File: src/rtl/snitch_dreq_responder.sv
// Memory-side terminator of the Snitch dreq/dresp interface in front of one 1-cycle SRAM bank.
// Define SNITCH_DREQ_RESPONDER_AMO_EN to add atomic memory operations (AMO_WB state).
package snitch_dreq_responder_pkg;
  localparam int unsigned IdWidth = 6;

  localparam logic [3:0] AMO_NONE = 4'd0;
  localparam logic [3:0] AMO_SWAP = 4'd1;
  localparam logic [3:0] AMO_ADD  = 4'd2;
  localparam logic [3:0] AMO_AND  = 4'd3;
  localparam logic [3:0] AMO_OR   = 4'd4;
  localparam logic [3:0] AMO_XOR  = 4'd5;
  localparam logic [3:0] AMO_MAX  = 4'd6;
  localparam logic [3:0] AMO_MAXU = 4'd7;
  localparam logic [3:0] AMO_MIN  = 4'd8;
  localparam logic [3:0] AMO_MINU = 4'd9;

  typedef struct packed {
    logic [31:0]        addr;
    logic [IdWidth-1:0] id;
    logic [3:0]         amo;
    logic               write;
    logic [31:0]        data;
    logic [3:0]         strb;
  } dreq_t;

  typedef struct packed {
    logic [31:0]        data;
    logic [IdWidth-1:0] id;
    logic               write;
    logic               error;
  } dresp_t;
endpackage

module snitch_dreq_responder
  import snitch_dreq_responder_pkg::*;
#(
  parameter int unsigned MemAddrWidth = 10,
  parameter int unsigned RespDepth    = 2
) (
  input  logic                    clk_i,
  input  logic                    rst_ni,
  input  dreq_t                   dreq_q_i,
  input  logic                    dreq_q_valid_i,
  output logic                    dreq_q_ready_o,
  output dresp_t                  dresp_p_o,
  output logic                    dresp_p_valid_o,
  input  logic                    dresp_p_ready_i,
  output logic                    mem_req_o,
  output logic                    mem_we_o,
  output logic [MemAddrWidth-1:0] mem_addr_o,
  output logic [31:0]             mem_wdata_o,
  output logic [3:0]              mem_be_o,
  input  logic [31:0]             mem_rdata_i
);
  localparam int unsigned PtrW = (RespDepth > 1) ? $clog2(RespDepth) : 1;
  localparam int unsigned CntW = $clog2(RespDepth + 1) + 1;

  typedef logic [PtrW-1:0] ptr_t;
  typedef logic [CntW-1:0] cnt_t;

`ifdef SNITCH_DREQ_RESPONDER_AMO_EN
  typedef enum logic {IDLE, AMO_WB} state_e;
`else
  typedef enum logic {IDLE} state_e;
`endif

  function automatic ptr_t ptr_inc(input ptr_t p);
    return (p == ptr_t'(RespDepth - 1)) ? '0 : p + ptr_t'(1);
  endfunction

  logic   active_reg;
  state_e state_reg;
  cnt_t   fifo_cnt_reg;
  ptr_t   wr_ptr_reg;
  ptr_t   rd_ptr_reg;
  dresp_t fifo_mem [RespDepth];
  logic   pend_valid_reg;
  logic   pend_rdata_reg;
  dresp_t pend_resp_reg;

  logic                    credit_ok;
  logic                    accept;
  logic                    addr_err;
  logic                    amo_req;
  logic                    amo_err;
  logic                    req_err;
  logic                    push;
  logic                    pop;
  logic [MemAddrWidth-1:0] word_addr;
  dresp_t                  push_resp;
  logic                    unused_addr_lsb;

  // Count the request sitting in the SRAM read stage so the FIFO can never overflow.
  assign credit_ok      = (fifo_cnt_reg + cnt_t'(pend_valid_reg)) < cnt_t'(RespDepth);
  assign dreq_q_ready_o = active_reg && (state_reg == IDLE) && credit_ok;
  assign accept         = dreq_q_valid_i && dreq_q_ready_o;

  assign addr_err        = (dreq_q_i.addr >> (MemAddrWidth + 2)) != 32'd0;
  assign word_addr       = dreq_q_i.addr[MemAddrWidth+1:2];
  assign unused_addr_lsb = ^dreq_q_i.addr[1:0];
  assign amo_req         = dreq_q_i.amo != AMO_NONE;
`ifdef SNITCH_DREQ_RESPONDER_AMO_EN
  assign amo_err = dreq_q_i.amo > AMO_MINU;
`else
  assign amo_err = amo_req;
`endif
  assign req_err = addr_err || amo_err;

`ifdef SNITCH_DREQ_RESPONDER_AMO_EN
  logic [3:0]              amo_op_reg;
  logic [31:0]             amo_operand_reg;
  logic [MemAddrWidth-1:0] amo_addr_reg;
  logic [31:0]             amo_result;

  always_ff @(posedge clk_i or negedge rst_ni) begin
    if (!rst_ni) begin
      amo_op_reg      <= AMO_NONE;
      amo_operand_reg <= '0;
      amo_addr_reg    <= '0;
    end else if (accept) begin
      amo_op_reg      <= dreq_q_i.amo;
      amo_operand_reg <= dreq_q_i.data;
      amo_addr_reg    <= word_addr;
    end
  end

  // Old value arrives from the SRAM during AMO_WB; the result is written back in that cycle.
  always_comb begin
    amo_result = amo_operand_reg;
    case (amo_op_reg)
      AMO_SWAP: amo_result = amo_operand_reg;
      AMO_ADD:  amo_result = mem_rdata_i + amo_operand_reg;
      AMO_AND:  amo_result = mem_rdata_i & amo_operand_reg;
      AMO_OR:   amo_result = mem_rdata_i | amo_operand_reg;
      AMO_XOR:  amo_result = mem_rdata_i ^ amo_operand_reg;
      AMO_MAX:  amo_result = ($signed(mem_rdata_i) > $signed(amo_operand_reg)) ? mem_rdata_i : amo_operand_reg;
      AMO_MAXU: amo_result = (mem_rdata_i > amo_operand_reg) ? mem_rdata_i : amo_operand_reg;
      AMO_MIN:  amo_result = ($signed(mem_rdata_i) < $signed(amo_operand_reg)) ? mem_rdata_i : amo_operand_reg;
      AMO_MINU: amo_result = (mem_rdata_i < amo_operand_reg) ? mem_rdata_i : amo_operand_reg;
      default:  amo_result = amo_operand_reg;
    endcase
  end
`endif

  always_comb begin
    mem_req_o   = 1'b0;
    mem_we_o    = 1'b0;
    mem_addr_o  = '0;
    mem_wdata_o = '0;
    mem_be_o    = '0;
    if (accept && !req_err) begin
      mem_req_o  = 1'b1;
      mem_addr_o = word_addr;
      mem_be_o   = 4'hF;
      if (dreq_q_i.write && !amo_req) begin
        mem_we_o    = 1'b1;
        mem_wdata_o = dreq_q_i.data;
        mem_be_o    = dreq_q_i.strb;
      end
    end
`ifdef SNITCH_DREQ_RESPONDER_AMO_EN
    if (state_reg == AMO_WB) begin
      mem_req_o   = 1'b1;
      mem_we_o    = 1'b1;
      mem_addr_o  = amo_addr_reg;
      mem_wdata_o = amo_result;
      mem_be_o    = 4'hF;
    end
`endif
  end

  always_ff @(posedge clk_i or negedge rst_ni) begin
    if (!rst_ni) begin
      active_reg     <= 1'b0;
      state_reg      <= IDLE;
      pend_valid_reg <= 1'b0;
      pend_rdata_reg <= 1'b0;
      pend_resp_reg  <= '0;
    end else begin
      active_reg     <= 1'b1;
      pend_valid_reg <= accept;
      if (accept) begin
        pend_rdata_reg      <= !req_err && (amo_req || !dreq_q_i.write);
        pend_resp_reg.data  <= '0;
        pend_resp_reg.id    <= dreq_q_i.id;
        pend_resp_reg.write <= !amo_req && dreq_q_i.write;
        pend_resp_reg.error <= req_err;
      end
`ifdef SNITCH_DREQ_RESPONDER_AMO_EN
      case (state_reg)
        IDLE:    if (accept && amo_req && !req_err) state_reg <= AMO_WB;
        default: state_reg <= IDLE;
      endcase
`endif
    end
  end

  always_comb begin
    push_resp = pend_resp_reg;
    if (pend_rdata_reg) push_resp.data = mem_rdata_i;
  end

  assign push            = pend_valid_reg;
  assign dresp_p_valid_o = fifo_cnt_reg != '0;
  assign pop             = dresp_p_valid_o && dresp_p_ready_i;
  // Head is gated by valid so the response bus reads zero whenever the FIFO is empty.
  assign dresp_p_o       = dresp_p_valid_o ? fifo_mem[rd_ptr_reg] : '0;

  always_ff @(posedge clk_i) begin
    if (push) fifo_mem[wr_ptr_reg] <= push_resp;
  end

  always_ff @(posedge clk_i or negedge rst_ni) begin
    if (!rst_ni) begin
      wr_ptr_reg   <= '0;
      rd_ptr_reg   <= '0;
      fifo_cnt_reg <= '0;
    end else begin
      if (push) wr_ptr_reg <= ptr_inc(wr_ptr_reg);
      if (pop)  rd_ptr_reg <= ptr_inc(rd_ptr_reg);
      fifo_cnt_reg <= fifo_cnt_reg + cnt_t'(push) - cnt_t'(pop);
    end
  end
endmodule
File: config.mk
export PLATFORM = sky130hd
export DESIGN_NAME = snitch_dreq_responder
export DESIGN_NICKNAME = d
export VERILOG_FILES = /design/src/rtl/snitch_dreq_responder.sv
export SDC_FILE = /design/constraint.sdc
export NUM_CORES = 1
export LEC_CHECK = 0
export ABC_AREA = 1
export BUFFER_PORTS_ARGS = -buffer_cell sky130_fd_sc_hd__buf_2
export CORE_AREA = 3 3 79 81
export DETAILED_ROUTE_END_ITERATION = 10
export DIE_AREA = 0 0 82 84
export PLACE_DENSITY_LB_ADDON = 0.1
export SYNTH_ARGS = -nofsm -noshare
export SYNTH_HDL_FRONTEND = slang
export SYNTH_SLANG_ARGS = --single-unit
File: constraint.sdc
create_clock -name clk_i -period 1.3 [get_ports clk_i]
set_clock_uncertainty 0.2 [all_clocks]
set_input_delay 0.13 -clock clk_i [delete_from_list [all_inputs] [get_ports clk_i]]
set_output_delay 0.13 -clock clk_i [all_outputs]
set_load 0.01 [all_outputs]
Word-level counts from Yosys, hierarchy flattened --
Memories as Yosys holds them, arrays and structs flattened. Index checks and enable logic that the tools add are counted.
Storage, ports and cells: bits in writable memories 80, word-level logic and storage cells 45, memories kept 1, bits of input ports 115, register bits after elaboration 16, output and inout port bits 90
Memory list:
- fifo_mem | depth 2, bits a word 40, read ports 1, clocked after Yosys merged registers in 0, wr ports 1, RTL line 76 | dresp_t fifo_mem [RespDepth];
Cells by class: reduce and logical (&&, ||, !) cells 15, bitwise gates (word level) 1, mux-type cells 14, add/subtract/negate cells 4, magnitude comparators 1
Operator list (number):
- $mux 32 | 3
- $mux 40 | 1
- $reduce_bool 32->1 | 1
- $mux 10 | 1
- $mux 4 | 2
- $logic_and 1x1->1 | 7
- $mux 1 | 7
- $reduce_bool 4->1 | 1
- $add 3x1->3 | 1
- $logic_not 1->1 | 3
- $lt 3x2->1 const B | 1
- $reduce_bool 3->1 | 1
- $sub 3x1->3 | 1
- $add 1x1->1 const B | 2
- $logic_or 1x1->1 | 2
- $not 1->1 | 1

Depth between registers and ports, before layout --
Gate-level depths: netlist (run 1).
depth after elaboration 6, depth in mapped cells 5, depth with buffers taken out 5

Least setup slack after synthesis (run 1) --
OpenSTA, ideal clock, no wires.
kind register to register, start point register fifo_cnt_reg[0], end point register fifo_cnt_reg[2], stages on the path, launching flop included 6, slack -70 ps, setup time 122 ps, buffers on the path 0, arrival 1048 ps, path through dfrtp_1 nor2_1 a21oi_2 ha_1 ha_1 xor2_1
On the way: word-level cells in the longest chain between the ends 3
RTL lines:
- start: declaration | RTL line 73 | cnt_t fifo_cnt_reg;
- start signal: assignment | RTL line 221 | fifo_cnt_reg <= fifo_cnt_reg + cnt_t'(push) - cnt_t'(pop);
- branches (longest 2 deep; another with $add 3x1->3)
- $sub 3x1->3 * | RTL line 221
Every way passes the cells marked *. A chain may end at the register's enable or synchronous reset.

Worst setup path after layout (run 1) --
Ends and elaborated chain as after synthesis.

==> results by stage, run 1 <==
Clocking:
- The clock tree from TritonCTS is done.
- The number of H-tree branching levels is 1.
- TritonCTS created 3 clock buffers.
- Clock tree synthesis selected as its root buffer the cell clkbuf_8.
- The number of clock sinks is 3.
- The clock transition at the register clock pins on the worst setup and hold paths after CTS is 30 ps.
- The longest clock path from root to sink contains 2 buffers.
- For the worst-skew pair, the clock arrives at the later sink with an insertion delay of 220 ps.

Timing:
- The tightest hold margin is 33.7 ps.
- The maximum operating frequency is 0.723 GHz.
- The number of pins with negative max-slew slack in the final report is 0.
- The minimum clock period after layout is 1380 ps.
- The final worst-path cycle share is 106%.
- Setup repair after global routing could not meet its margin everywhere.
- The count of endpoints failing hold in the final timing report was 0.
- The count of endpoints failing setup in the final report is 3.
- The worst setup margin is -82.3 ps.

Layout:
- The number of inserted diodes is 0.
- The register with the most flip-flops in the layout has 3 of them.
- The storage element area is 75.1 um^2.
- The relative area change from synthesis to final layout is -15.7%.
- Summing all non-filler instances in the final layout gives an area of 691 um^2.
- The fraction of layout cells with a size suffix above 1 is 13.0%.
- The multi-input logic area is 404 um^2.
- The number of nets in the layout is 233.
- The final-layout fill cell count is 646.

Detailed routing:
- The aggregate routed wire length is 915 um.
- The number of vias after detailed routing is 362.
- The first-pass iteration count of the detailed router is 2.
- In this run the remaining antenna-violating nets after routing total 0.
- The detailed-route vias per instance is 1.94.
- The detail-routed net length per standard cell is 4.89 um.
- The number of violations reported at the end of detailed-routing iteration 0 is 1.
- In the routed design, unresolved DRC markers number 0.

Worst setup path:
- On the critical path the largest part of the delay comes from flip-flops.
- Data on the critical path arrives at its endpoint at 1280 ps.
- The kind of end point of the critical path is a flop.
- The slowest stage of the critical path is the dfrtp_1 cell.
- Together, buffers and inverters on the worst path number 0.
- The worst setup path is of the reg2reg kind.
- The signal on the critical path passes through nor2_2 -> a21oi_2 -> ha_2 -> ha_4 -> xor2_1.
- The kind of start point of the critical path is a flop.
- The data required time at the worst endpoint is 1200 ps.
- The worst stage delay on the critical path is 370 ps.
- In this run the worst path has a maximum fanout of 2.

Logic synthesis:
- Counting every instance in the synthesized netlist gives 105.
- Yosys attributes the largest share of cell area to buf_4 82%, dfrtp_1 9.2%, ha_1 3.1%, inv_1 2.7%, a21oi_2 1.1%.
- buf_4 takes more of the synthesized area than any other cell.
- The number of warnings reported in the yosys synthesis log is 1.
- A synthesized cell averages 7.81 um^2.
- The number of flip-flops and latches in the synthesized netlist is 3.
- Yosys mapped the design onto 9 distinct sky130hd cell types.
- The cell area that synthesis handed to floorplanning was 820 um^2.
- The area share of the largest cell type after synthesis is 81.5%.
- The sequential fraction of the synthesis area is 9.16%.

Outcome:
- The final reports fail on setup timing.
- The flow ran to the end, but the final reports show violations.

Place:
- The worst setup timing slack at the placement stage is -94.2 ps.
- The routability-driven placement congestion ratio is 0.510.
- In this run the tool buffered the top-level ports with 3 buffer cells.
- Once placement finished, the instance area stood at 619 um^2.
- Once detailed placement completed, the half-perimeter wirelength came to 805 um.

Pwr:
- The analysis attributes to net switching a power of 0.000351 W.
- The leakage power is 0.435 nW.
- In this run switching power makes up 40.2% of total power.
- The share of total power dissipated in the clock network is 31.7%.
- The power share of the sequential group is 20.2%.
- The internal portion of the total power is 0.000521 W.
- The power density normalized to cell area is 1260 mW/mm^2.
- Of the total power, combinational logic draws 48.1%.
- IR analysis of the VDD net gives a maximum drop of 0.516 mV.

Global routing:
- The number of global-route vias before repair is 235.
- The pin count of the biggest net entering global routing is 4.
- Global routing used 2.27% of the available tracks.
- The wire length of the first global-routing pass is 1140 um.
- The number of antenna violations at the first check in global routing is 0.
- After global routing the overflow that remains totals 0.

Die:
- For this configuration, the core starts out at a cell density of 14.8%.
- The count of boundary I/O pins is 205.
- The die covers 0.00689 mm^2.
- The area of the core is 0.00554 mm^2.
- The die is 82 um wide.
- The die outline height is 84 um.
- The number of rows created at floorplan is 27.

Run:
- Across the run, the number of max-cap violations was 0.

Min path:
- The worst hold path belongs to the class in2async.
cells by family (layout without fill, tap and decap cells):
family | count (synthesis) | in the layout | share of synthesized area (%)
compound gates | 1 | 1 | 1.07
flops | 3 | 3 | 9.16
other cells | 1 | 89 | 0.458
buf+inv | 95 | 17 | 84.3
xor+xnor | 1 | 1 | 1.07
simple gates | 2 | 2 | 0.915
fa+ha+maj | 2 | 2 | 3.05
worst reg2reg max path: stages, from the launching register on:
cell     delay [ps]
dfrtp_1         370
nor2_2          150
a21oi_2          70
ha_2            180
ha_4            150
xor2_1          130
synthesized netlist by cell type:
cell type,n
ha_1,2
conb_1,1
nand2_1,1
a21oi_2,1
inv_1,6
xor2_1,1
dfrtp_1,3
nor2_1,1
buf_4,89
metrics by stage:
step | utilization, % | total power (W) | TNS, ps | std cells
3_3_place_gp | 11.2 | 0.000512 | -164 | 181
2_1_floorplan | - | 0.000626 | -62.9 | 193
5_1_grt | 12.5 | 0.000955 | -305 | 187
6_report | 12.5 | 0.000871 | -210 | 187
3_5_place_dp | 11.2 | 0.000524 | -183 | 181
4_1_cts | 12.3 | 0.000854 | -209 | 186
placed cells by master, fill, tap and decap left out:
cell type / count
clkbuf_1: 1
nor2_2: 1
buf_6: 1
buf_2: 2
ha_2: 1
a21oi_2: 1
inv_1: 5
ha_4: 1
xor2_1: 1
conb_1: 89
nand2_2: 1
buf_4: 3
clkbuf_8: 3
dlygate4sd3_1: 1
inv_2: 1
dfrtp_1: 3
per-layer routing:
metal	share of wire [%]	track usage, %	wire, um	up-vias
met5	0	0	0	-
li1	-	-	-	152
met3	28	1.30	258	5
met4	3.2	2.27	29	0
met1	19	1.67	170	142
met2	50	3.82	456	63
cell type report:
| type | count | share of cell area [%] |
|---|---|---|
| Timing Repair Buffer | 7 | 7.79 |
| Multi-Input combinational cell | 95 | 58.5 |
| Tap cell | 72 | 13.0 |
| Clock buffer | 4 | 6.52 |
| Sequential cell | 3 | 10.9 |
| Inverter | 6 | 3.26 |
power groups by stage:
stage,combinational (W),clock (W),sequential [W]
global placement,0.000335,0,0.000177
CTS,0.000391,0.000286,0.000177
finish,0.000419,0.000276,0.000176
global route,0.000480,0.000293,0.000182
floorplan,0.000453,0,0.000173
detailed placement,0.000348,0,0.000176
worst paths after layout:
kind | slack (ps) | cells after the start | endpoint | from
setup reg to reg | -80 | 5 | fifo_cnt_reg[2] | fifo_cnt_reg[0]
min in group clk_i | 160 | 5 | fifo_cnt_reg[0] | dresp_p_ready_i
hold reg to reg | 350 | 2 | fifo_cnt_reg[2] | fifo_cnt_reg[2]
max in group asynchronous | 760 | 2 | fifo_cnt_reg[1] | rst_ni
setup / recovery | -80 | 5 | fifo_cnt_reg[2] | fifo_cnt_reg[0]
hold / removal | 30 | 2 | fifo_cnt_reg[0] | rst_ni
repair_timing:
| item | in CTS | in global routing |
|---|---|---|
| hold endpoints to repair | 3 | 0 |
| setup endpoints to repair | 3 | 3 |
| hold buffers | 1 | 0 |
| gates resized for setup | 3 | 0 |
| gates cloned | 0 | 0 |
| pin swaps | 3 | 0 |
| setup buffers | 0 | 1 |
Note: power is estimated with default switching activity, not from simulation.
==> run 2: changes to the inputs <==
--- a/config.mk
+++ b/config.mk
@@ -10,6 +10,7 @@
 export CORE_AREA = 3 3 79 81
 export DETAILED_ROUTE_END_ITERATION = 10
 export DIE_AREA = 0 0 82 84
+export GPL_TIMING_DRIVEN = 0
 export PLACE_DENSITY_LB_ADDON = 0.1
 export SYNTH_ARGS = -nofsm -noshare
 export SYNTH_HDL_FRONTEND = slang
==> run 2 against run 1 <==
Effect of this change:
- the run still ends with setup timing left
- clock-buffer cell count unchanged
- sequential share of layout area down 5.2 points
- cell count increased by 46%
- largest power group unchanged
- highest routed layer unchanged
==> results by stage, run 2 (synthesis gave the netlist of run 1 again) <==
Outcome:
- The run finished, with violations left.
- The checks that failed: setup timing.

Clocking:
- The clock buffer count from CTS is 3 (unchanged).
- The clock tree from TritonCTS is done.
- The number of clock sinks is 3 (unchanged).
- The maximum clock path buffer count is 2 (unchanged).
- The later-pin clock latency in the skew report came to 210 ps (about the same).
- Clock tree synthesis selected as its root buffer the cell clkbuf_8.
- The number of H-tree branching levels came to 1 (unchanged).
- The clock transition at the register clock pins on the worst setup and hold paths after CTS is 30 ps (about the same).

Global routing:
- The wire length of the first global-routing pass is 1700 um (+49%).
- The total global-route track usage was 3.14% (+0.87 points).
- The remaining global-route overflow came to 0 (unchanged).
- The number of antenna violations at the first check in global routing is 0 (unchanged).
- The pin count of the biggest net entering global routing is 4 (unchanged).
- The number of global-route vias before repair is 437 (+86%).

Timing:
- The count of endpoints failing hold in the final timing report is 0 (unchanged).
- The minimum clock period after layout is 1350 ps (-28.3 ps).
- Setup repair after global routing could not meet its margin everywhere.
- The final worst-path cycle share is 104% (-2.2 points).
- The worst setup margin came to -54.0 ps (+28.3 ps).
- The tightest hold margin is 33.5 ps (-0.199 ps).
- The final-layout setup total negative slack is -92.5 ps (+117 ps).
- The count of endpoints failing setup in the final report is 2 (-1).
- The number of pins with negative max-slew slack in the final report was 0 (unchanged).
- The maximum operating frequency is 0.739 GHz (+2.1%).

Worst setup path:
- The worst-path cell with the longest stage delay is dfrtp_1.
- In this design, the largest share of critical-path delay is due to flip-flops.
- Walking the worst path, the cells encountered are nor2_2 -> a21oi_2 -> ha_2 -> ha_4 -> xor2_1.
- Tracing the worst setup path back leads to its startpoint at fifo_cnt_reg[0].
- STA classifies the critical path startpoint as a flop.
- The kind of critical path is reg2reg.
- The start of the worst register-to-register path is fifo_cnt_reg[0].
- The worst stage delay on the critical path is 370 ps (about the same).
- The worst flop-to-flop path endpoint is fifo_cnt_reg[2].
- The kind of end point of the critical path is a flop.
- The data required time at the worst endpoint was 1200 ps (about the same).
- The buffering stage count on the worst path with inverters included is 0 (unchanged).
- The setup slack of the worst register-to-register path is -50 ps (+30 ps).
- The arrival time of the worst setup path is 1250 ps (-30 ps).
- The peak fanout along the critical path is 2 (unchanged).
- The depth of the worst register-to-register path is 5 (unchanged).

Layout:
- The flip-flop count of the largest register after layout is 3 (unchanged).
- The relative area change from synthesis to final layout is 62.7%.
- The fraction of layout cells with a size suffix above 1 is 49.8% (+37 points).
- The number of inserted diodes is 0 (unchanged).
- The number of nets in the layout is 319 (+37%).
- The cell area after layout came to 0.00133 mm^2 (+93%).
- In the layout the commonest cells are 89 x buf_4, 89 x conb_1, 5 x inv_1.
- The final-layout fill cell count is 628 (-2.8%).

Die:
- The number of rows created at floorplan is 27 (unchanged).
- The total die area is 0.00689 mm^2 (unchanged).
- The effective utilization at floorplan is 14.8% (unchanged).
- The area of the core is 0.00554 mm^2 (unchanged).
- The die outline height came to 84 um (unchanged).
- The width of the chip is 82 um (unchanged).
- The count of boundary I/O pins is 205 (unchanged).

Run:
- The number of maximum-capacitance violations came to 0 (unchanged).

Detailed routing:
- The count of unresolved DRC violations after routing is 0 (unchanged).
- The aggregate routed wire length is 1230 um (+34%).
- The post-route met1 wirelength came to 292 um (+72%).
- The wire length on met3 is 363 um (+41%).
- The number of violations reported at the end of detailed-routing iteration 0 is 2 (+1).
- The detailed-route vias per instance is 2.03 (+5.0%).
- The post-detailed-route count of antenna-violating nets came to 0 (unchanged).
- The detail-routed net length per standard cell is 4.50 um (-8.1%).
- The first-pass iteration count of the detailed router is 2 (unchanged).
- The top routing layer in use is met4.
- The amount of wire on met2 after detailed routing is 548 um (+20%).
- The number of vias after detailed routing is 555 (+53%).

Min path:
- The min-delay analysis places its worst path in the category in2async.

Pwr:
- The total chip power came to 0.000984 W (+13%).
- The power density normalized to cell area is 738 mW/mm^2 (-42%).
- The peak supply drop came to 0.533 mV (+3.3%).
- The leakage power is 0.905 nW (+110%).

Place:
- The count of buffers from port buffering is 3 (unchanged).
- The routability-driven placement congestion ratio was 0.563 (+10%).
- The instance area after placement came to 0.00127 mm^2 (+110%).
- The HPWL reported at the end of detailed placement is 1240 um (+54%).
run 2: worst max-delay path by stage:
| stage | depth (start not counted) | to | slack, ps |
|---|---|---|---|
| after floorplan | 5 | fifo_cnt_reg[2] | -40 |
| after global placement | 5 | fifo_cnt_reg[2] | -110 |
| after detailed placement | 5 | fifo_cnt_reg[2] | -100 |
| after CTS | 5 | fifo_cnt_reg[2] | -60 |
| after global routing | 5 | fifo_cnt_reg[2] | -90 |
| final | 5 | fifo_cnt_reg[2] | -50 |
run 2: what timing repair did:
item                                    4_1_cts  5_1_grt
setup buffers                                 0        0
resized for setup                             1        1
endpoints found under the setup margin        2        3
hold buffers                                  1        0
gates cloned                                  0        0
endpoints found under the hold margin         3        0
pin swaps                                     3        0
run 2: where the power goes:
part | internal (W) | switching (W)
Clock | 0.000209 | 0.0000597
Sequential | 0.000146 | 0.0000312
Combinational | 0.000277 | 0.000261
Total | 0.000632 | 0.000352
run 2: per-stage QoR:
step	cells	worst slack, ps	util (%)
global placement	268	-106	23.0
floorplan	193	-35.5	-
finish	273	-54.0	24.1
global route	273	-91.2	24.1
detailed placement	268	-96.5	23.0
CTS	273	-64.5	24.0
run 2: layout make-up:
type / count / area, um^2 / share of cell area [%]
flip-flops and latches: 3 / 75.1 / 5.63
inverters: 6 / 22.5 / 1.69
repair buffers: 4 / 31.3 / 2.35
plain buffers: 89 / 668 / 50.1
well taps: 72 / 90.1 / 6.75
multi-input cells: 95 / 402 / 30.1
clock buffers: 4 / 45.0 / 3.38
run 2: layer usage:
layer  vias to the layer above  track usage [%]
li1                        324                -
met1                       165             2.51
met2                        63             5.51
met3                         3             1.73
met4                         0             2.27
met5                         -                0
==> run 3: changes to the inputs <==
==> constraint.sdc (replaced) <==
create_clock -name clk_i -period 1.3 [get_ports clk_i]
set_clock_uncertainty 0.2 [all_clocks]
set_input_delay 0.325 -clock clk_i [delete_from_list [all_inputs] [get_ports clk_i]]
set_output_delay 0.325 -clock clk_i [all_outputs]
set_load 0.01 [all_outputs]
==> run 3 against run 2 <==
Effect of this change:
- the flow still finishes with violations (setup timing)
- register-to-register slack is essentially flat
- cell count is the same
- non-clock buffer count is the same
- flip-flop and latch count is the same
- via count is the same
- power is the same
- clock power is essentially flat
- critical endpoint is now dresp_p_valid_o
==> results by stage, run 3 (synthesis gave the netlist of run 1 again) <==
Pwr:
- The power density normalized to cell area is 738 mW/mm^2 (unchanged).
- The leakage power was 0.905 nW (unchanged).
- The peak supply drop is 0.533 mV (unchanged).

Layout:
- The fraction of layout cells with a size suffix above 1 is 49.8% (unchanged).
- In the layout the commonest cells are 89 x buf_4, 89 x conb_1, 5 x inv_1.
- The number of inserted diodes is 0 (unchanged).
- The final instance count without filler cells is 273 (unchanged).
- The flip-flop count of the largest register after layout was 3 (unchanged).
- The core utilization of the finished layout came to 24.1% (unchanged).
- The relative area change from synthesis to final layout is 62.7% (unchanged).
- The number of nets in the layout is 319 (unchanged).

Min path:
- In this run the worst hold path is classified as in2async.

Clocking:
- The number of H-tree branching levels was 1 (unchanged).
- The tree is rooted in a clkbuf_8.
- The clock transition at the register clock pins on the worst setup and hold paths after CTS is 30 ps (about the same).
- The later-pin clock latency in the skew report came to 210 ps (about the same).
- The number of setup buffers added after CTS is 0 (unchanged).
- The clock buffer count from CTS was 3 (unchanged).
- The number of clock sinks is 3 (unchanged).
- The clock tree from TritonCTS is done.
- The maximum clock path buffer count is 2 (unchanged).

Detailed routing:
- The number of vias after detailed routing is 555 (unchanged).
- The detailed-route vias per instance was 2.03 (unchanged).
- The post-detailed-route count of antenna-violating nets is 0 (unchanged).
- The detail-routed net length per standard cell is 4.50 um (unchanged).
- The number of violations reported at the end of detailed-routing iteration 0 is 2 (unchanged).
- The first-pass iteration count of the detailed router is 2 (unchanged).
- The aggregate routed wire length came to 1230 um (unchanged).
- The count of unresolved DRC violations after routing is 0 (unchanged).

Die:
- The number of rows created at floorplan is 27 (unchanged).
- The die outline height is 84 um (unchanged).
- The count of boundary I/O pins came to 205 (unchanged).
- The area of the core is 0.00554 mm^2 (unchanged).
- The width of the chip is 82 um (unchanged).
- The effective utilization at floorplan came to 14.8% (unchanged).
- The total die area is 0.00689 mm^2 (unchanged).

Global routing:
- The total global-route track usage is 3.14% (unchanged).
- The number of antenna violations at the first check in global routing is 0 (unchanged).
- The remaining global-route overflow is 0 (unchanged).
- The pin count of the biggest net entering global routing came to 4 (unchanged).
- The number of global-route vias before repair is 437 (unchanged).
- The wire length of the first global-routing pass is 1700 um (unchanged).

Timing:
- The count of endpoints failing hold in the final timing report came to 0 (unchanged).
- The maximum operating frequency came to 0.688 GHz (-6.8%).
- Setup repair after global routing could not meet its margin everywhere.
- The final-layout setup total negative slack is -246 ps (-153 ps).
- The worst setup margin is -153 ps (-99.1 ps).
- The minimum clock period after layout was 1450 ps (+99.1 ps).
- The count of endpoints failing setup in the final report came to 3 (+1).
- The tightest hold margin came to 228 ps (+195 ps).
- The final worst-path cycle share is 112% (+7.6 points).
- The number of pins with negative max-slew slack in the final report is 0 (unchanged).

Place:
- The HPWL reported at the end of detailed placement is 1240 um (unchanged).
- The routability-driven placement congestion ratio is 0.563 (unchanged).
- The count of buffers from port buffering is 3 (unchanged).
- The cell count after placement is 268 (unchanged).

Worst setup path:
- The largest individual stage delay along the critical path comes from the cell dfrtp_1.
- The data required time at the worst endpoint is 770 ps (-430 ps).
- The worst stage delay on the critical path was 370 ps (about the same).
- The arrival time of the worst setup path was 930 ps (-320 ps).
- The peak fanout along the critical path came to 2 (unchanged).
- The setup slack of the worst register-to-register path came to -50 ps (about the same).
- The critical path goes through nor2_2 -> nand2_1 -> buf_6.
- The worst setup path is of the reg2out kind.
- STA classifies the critical path startpoint as a flop.
- STA classifies the critical path endpoint as an output port.

Outcome:
- The flow ran to the end, but the final reports show violations.
- The checks that failed: setup timing.

Run:
- The number of maximum-capacitance violations is 0 (unchanged).
## run 3: path summary, 6_finish.rpt
kind                                      start               to  cells past startpoint
min in group clk_i              fifo_cnt_reg[2]  fifo_cnt_reg[2]                      1
worst max register to register  fifo_cnt_reg[0]  fifo_cnt_reg[2]                      5
worst min-delay path                     rst_ni  fifo_cnt_reg[0]                      2
worst max-delay path            fifo_cnt_reg[0]  dresp_p_valid_o                      3
max in group asynchronous                rst_ni  fifo_cnt_reg[1]                      2
worst min register to register  fifo_cnt_reg[2]  fifo_cnt_reg[2]                      1
## run 3: repair_timing
action,in CTS,in global routing
hold buffers,1,0
pin swaps,3,0
gates resized for setup,1,1
endpoints found under the hold margin,3,0
cloned,0,0
setup endpoints to repair,3,3
## run 3: layout make-up
type | instances | area, um^2
Clock buffer | 4 | 45.0
Fill cell | 628 | 4210
Tap cell | 72 | 90.1
Multi-Input combinational cell | 95 | 402
Sequential cell | 3 | 75.1
Timing Repair Buffer | 4 | 31.3
Buffer | 89 | 668
Inverter | 6 | 22.5
## run 3: worst max-delay path, delay by kind of cell (launching register included)
family | cells | cell delay [ps]
simple gates | 2 | 220
flops | 1 | 370
buf+inv | 1 | 120
## run 3: report_power, final
group / internal [W] / total, W / switching (W) / leakage (nW)
clock network: 0.000209 / 0.000269 / 0.0000597 / 0.0228
logic: 0.000277 / 0.000538 / 0.000261 / 0.848
registers: 0.000146 / 0.000177 / 0.0000312 / 0.0350
total: 0.000632 / 0.000984 / 0.000352 / 0.905
## run 3: routing by layer
layer / track usage [%] / share of wire [%] / wire length, um / up-vias
li1: - / - / - / 324
met5: 0 / 0 / 0 / -
met2: 5.51 / 45 / 548 / 63
met3: 1.73 / 30 / 363 / 3
met1: 2.51 / 24 / 292 / 165
met4: 2.27 / 2.0 / 24 / 0
## run 3: metrics by stage
stage / total power (W) / setup slack, ps / instance area [um^2]
floorplan: 0.000626 / -35.5 / 1170
global placement: 0.000684 / -106 / 1270
detailed placement: 0.000677 / -96.5 / 1270
CTS: 0.000970 / -160 / 1330
global route: 0.00109 / -196 / 1330
finish: 0.000984 / -153 / 1330
